[src/rtl/ff_arb_pkg.sv]
// Shared types and helpers for the ff_write_arbiter slice: FSM state encoding,
// default sizing and the rotating-priority winner search.
package ff_arb_pkg;

  localparam int unsigned N_DEF = 4;
  localparam int unsigned W_DEF = 8;
  localparam int unsigned MAX_N = 8;
  localparam int unsigned IDX_W = 3;

  typedef enum logic [1:0] {
    IDLE    = 2'd0,
    GRANT   = 2'd1,
    RELEASE = 2'd2
  } state_e;

  // Returns the first set request at or after ptr, wrapping modulo n.
  // A constant n lets synthesis unroll this into a small priority mux.
  function automatic int unsigned rr_pick(input logic [MAX_N-1:0] req,
                                          input int unsigned      ptr,
                                          input int unsigned      n);
    int unsigned idx;
    logic        found;
    rr_pick = 0;
    found   = 1'b0;
    for (int unsigned k = 0; k < MAX_N; k++) begin
      idx = (ptr + k) % n;
      if (k < n && !found && req[idx[IDX_W-1:0]]) begin
        rr_pick = idx;
        found   = 1'b1;
      end
    end
  endfunction

endpackage

[src/rtl/ff_write_arbiter_reg.sv]
// Enable-gated shared storage register with complement output.
// Priority: synchronous reset, then enable, then hold.
module ff_en_reg #(
  parameter int unsigned W = 8
) (
  input  logic         clk,
  input  logic         reset,
  input  logic         en,
  input  logic [W-1:0] d,
  output logic [W-1:0] q,
  output logic [W-1:0] q_n
);

  // NOTE: sequential state is updated with <= so every flop samples pre-edge values.
  always_ff @(posedge clk) begin
    if (reset)   q <= '0;
    else if (en) q <= d;
  end

  assign q_n = ~q;

endmodule

[src/rtl/ff_write_arbiter.sv]
// Round-robin write arbiter owning the shared ff_en_reg's D and en.
// Define FF_ARB_FIXED_PRIO_EN for fixed lowest-index-wins priority.
module ff_write_arbiter
  import ff_arb_pkg::*;
#(
  parameter int unsigned N = N_DEF,
  parameter int unsigned W = W_DEF
) (
  input  logic           clk,
  input  logic           reset,
  input  logic [N-1:0]   req,
  input  logic [N*W-1:0] wr_data,
  output logic [N-1:0]   grant,
  output logic [N-1:0]   ack,
  output logic           busy,
  output logic [W-1:0]   q,
  output logic [W-1:0]   q_n
);

  localparam int unsigned ID_W = (N > 1) ? $clog2(N) : 1;

  state_e            state, state_nxt;
  logic              load, commit;
  logic [ID_W-1:0]   id, win, ptr;
  logic [W-1:0]      data_lat;
  logic [MAX_N-1:0]  req_ext;
  logic [N-1:0]      id_onehot;

  assign req_ext = MAX_N'(req);
  assign win     = ID_W'(rr_pick(req_ext, 32'(ptr), N));

`ifdef FF_ARB_FIXED_PRIO_EN
  assign ptr = '0;
`else
  logic [ID_W-1:0] rr_ptr;

  always_ff @(posedge clk) begin
    if (reset)       rr_ptr <= '0;
    else if (commit) rr_ptr <= (id == ID_W'(N-1)) ? '0 : id + ID_W'(1);
  end

  assign ptr = rr_ptr;
`endif

  always_ff @(posedge clk) begin
    if (reset) state <= IDLE;
    else       state <= state_nxt;
  end

  // NOTE: every always_comb output gets a default first so no latch is inferred.
  always_comb begin
    state_nxt = state;
    load      = 1'b0;
    commit    = 1'b0;
    unique case (state)
      IDLE: begin
        if (|req) begin
          load      = 1'b1;
          state_nxt = GRANT;
        end
      end
      GRANT: begin
        // A reset landing in GRANT discards the write and suppresses the ack.
        commit    = !reset;
        state_nxt = RELEASE;
      end
      RELEASE: state_nxt = IDLE;
      default: state_nxt = IDLE;
    endcase
  end

  always_ff @(posedge clk) begin
    if (reset) begin
      id       <= '0;
      data_lat <= '0;
    end else if (load) begin
      id       <= win;
      data_lat <= wr_data[win*W +: W];
    end
  end

  assign id_onehot = N'(1) << id;
  assign grant     = commit ? id_onehot : '0;
  assign ack       = commit ? id_onehot : '0;
  assign busy      = (state != IDLE);

  ff_en_reg #(.W(W)) u_reg (
    .clk   (clk),
    .reset (reset),
    .en    (commit),
    .d     (data_lat),
    .q     (q),
    .q_n   (q_n)
  );

endmodule

[config.mk]
export PLATFORM = sky130hd
export DESIGN_NAME = ff_write_arbiter
export DESIGN_NICKNAME = d
export VERILOG_FILES = /design/src/rtl/ff_arb_pkg.sv /design/src/rtl/ff_write_arbiter_reg.sv /design/src/rtl/ff_write_arbiter.sv
export SDC_FILE = /design/constraint.sdc
export NUM_CORES = 1
export LEC_CHECK = 0
export CORE_UTILIZATION = 30
export DETAILED_ROUTE_END_ITERATION = 7
export GPL_TIMING_DRIVEN = 1
export PLACE_DENSITY_LB_ADDON = 0.05
export SKIP_LAST_GASP = 1
export SYNTH_ARGS = -nofsm -noshare
export SYNTH_HDL_FRONTEND = slang
export SYNTH_SLANG_ARGS = --single-unit
[constraint.sdc]
create_clock -name clk -period 1.5 [get_ports clk]
set_input_delay 0.3 -clock clk [delete_from_list [all_inputs] [get_ports clk]]
set_output_delay 0.3 -clock clk [all_outputs]
set_load 0.1 [all_outputs]
==> metrics.cfg <==
[run_status]
status = complete, but fails checks
violations = setup timing

[cts]
clkLatencyLatePin_ns = 0.25
clkTransAtPathRegs_ns = 0.08
cts_htree_levels = 1
cts.path.max_buffers = 2
cts_tree = done
numClockSinks = 22
root_buffer = clkbuf_8
numCtsBuffers = 3

[synthesis]
synth_edf_count = 0
ys_seq_area_share_pct = 33.5
async_reset_ff_share_pct = 0
syn_inst = 153
synth_ff_type = dfxtp_1
synth.cell_area_sq_um = 1310
yosysWarningCount = 0
syn_area_per_cell_sq_um = 8.59
syn_nets = 195
synth.distinct_cells = 35
ys_ff_latch = 22

[worst_setup_path]
critPathMaxFanout = 11
r2r_slack_ns = -0.08
end_kind = flop
r2r_end = data_lat[0]
crit_arrival_ns = 1.71
worst_r2r_path_depth = 6
worstSetupPathType = flop to flop
start_kind = flop
critPathRequiredTime_ns = 1.63
reg2reg_from = ptr[1]

[hold_path]
hold_path.class = flop to flop
hold_path_depth = 2
hold_start = data_lat[6]
min_to = u_reg.q[6]

[drt]
avgRoutedWirePerCell_um = 12.5
first_iter_violations = 35
routed_wl_um = 3420
drt_pre_antenna_iters = 4
vias_per_cell = 4.85
drc = 0
vias = 1330
ant_nets = 0

[global_routing]
grt.busiest_layer = met2
met1_usage_pct = 20.0
grt_pass1_vias = 1255
gr-total-overflow = 0
grtUsageTotal_pct = 15.8
grt_max_degree = 14
met3_usage_pct = 0.833
antenna_found_initial = 0
met2_usage_pct = 28.1
grt_pass1_wl_um = 5600

[timing]
period_minus_slack_ns = 1.58
fin_tns_setup_ns = -0.520
fmax_mhz = 633
slew_headroom_pct = 82.9
period_share_pct = 105
tightest_slew_ns = 0.256
finClkSkew_ns = 0.00340
finalHoldWorstSlack_ns = 0.459
setup_viol = 14
slew_violations = 0
rsz0062_at_grt = true
hold_violations = 0
setup_ws_ns = -0.0793

[floorplan]
die_x_um = 68.2
dieArea_sq_um = 4650
initial_utilization_pct = 31.9
core_sq_um = 4120
pin_count = 63
rows = 23
die_h_um = 68.2

[flow_run]
maxCapViolCount = 0

[power]
ir_drop_uv = 428
power.static_leakage_nw = 0.982
power.density_nw_per_um2 = 808
p_total_mw = 2.07

[cells_and_area]
finish.utilization_pct = 62.1
num-nets-final = 267
area.growth.synth_to_final_pct = 94.6
fill_cells = 341
drive_gt1_share_pct = 43.8
antennaDiodeCount = 0

[placed_design]
post-place-ws_ns = -0.548
portBuffers = 62
dpl.hpwl_um = 2940
place_congestion = 0.859

## synthesized netlist by cell type (2+ instances only)
library cell	number	area (sq um)
a21oi_1	12	60.1
and3_1	4	25.0
and4_1	4	35.0
buf_4	4	30.0
clkbuf_1	4	15.0
dfxtp_1	22	440
ha_1	4	50.1
inv_1	13	48.8
mux2i_1	14	140
nand2_1	20	75.1
nand2b_1	4	25.0
nand3_1	8	40.0
nor2_1	6	22.5
o211ai_2	3	37.5
o21ai_0	4	20.0
o221ai_1	4	35.0
o31a_2	4	40.0
or2_2	2	12.5
## cell families (layout without fill, tap and decap cells)
logic type | Yosys count | after routing | share of synthesized area (%)
multiplexers | 15 | 15 | 12.4
AO/OA/AOI/OAI | 33 | 33 | 18.6
flip-flops | 22 | 22 | 33.5
adder cells (fa/ha/maj) | 4 | 4 | 3.81
buffers and inverters | 25 | 96 | 9.81
AND/OR/NAND/NOR | 54 | 54 | 21.9
## state kept, by name, indices dropped and copies added (netlist names)
register,cells
ptr,2
u_reg.q,8
id,2
state,2
data_lat,8
## routing by layer
layer  wire, um  share of wire, %  vias to the layer above
met1       1580                46                      605
met4         27              0.79                        0
met2       1680                49                       43
li1           -                 -                      680
met5          0                 0                        -
met3        139               4.1                        2
## timing repair
action	4_1_cts	5_1_grt
resized for setup	29	3
endpoints found under the setup margin	18	16
setup buffers	3	0
hold buffers	0	0
pin swaps	5	1
## metrics by stage
step                area, sq um  cells
finish                     2560    274
global route               2560    274
CTS                        2550    274
detailed placement         2380    267
global placement           2380    267
floorplan                  1450    153
## report_power, final
group / leakage, nW / switching [mW] / internal, mW / total, mW
sequential: 0.190 / 0.0654 / 0.635 / 0.700
clock: 0.0357 / 0.181 / 0.356 / 0.536
combinational: 0.757 / 0.447 / 0.382 / 0.829
## worst max-delay path by stage
stage	end	cells after the start	from
after floorplan	grant[2]	4	state[0]
after CTS	data_lat[0]	6	ptr[1]
after detailed placement	data_lat[6]	8	req[0]
after global placement	data_lat[6]	8	req[0]
final	data_lat[0]	6	ptr[1]
after global routing	data_lat[0]	6	ptr[1]
## cell usage in the layout, fill, tap and decap left out, types with 5 or more instances in the layout
cell / synthesis / routed
buf_4: 4 / 16
dfxtp_4: 0 / 11
mux2i_1: 14 / 12
clkinvlp_4: 0 / 8
dlygate4sd2_1: 0 / 5
buf_12: 0 / 26
nand2_1: 20 / 20
nor2_1: 6 / 6
a21oi_1: 12 / 12
nand3_1: 8 / 8
clkdlybuf4s50_1: 0 / 32
dfxtp_1: 22 / 8
## critical path, cell delays in order (launching register included)
cell and delay [ns]:
dfxtp_4 0.40, mux2i_4 0.27, nor2_4 0.08, nor3_4 0.17, buf_12 0.18, mux2i_2 0.22
o221ai_1 0.13
## layout make-up
type | count | area, sq um | share of cell area (%)
sequential | 22 | 485 | 19.0
timing repair buffer | 79 | 1000 | 39.3
clock inverter | 1 | 30.0 | 1.17
multi-input combinational | 106 | 848 | 33.2
clock buffer | 3 | 41.3 | 1.62
inverter | 13 | 83.8 | 3.28
tap | 50 | 62.6 | 2.45
No activity file was read; power rests on OpenSTA's default activity.
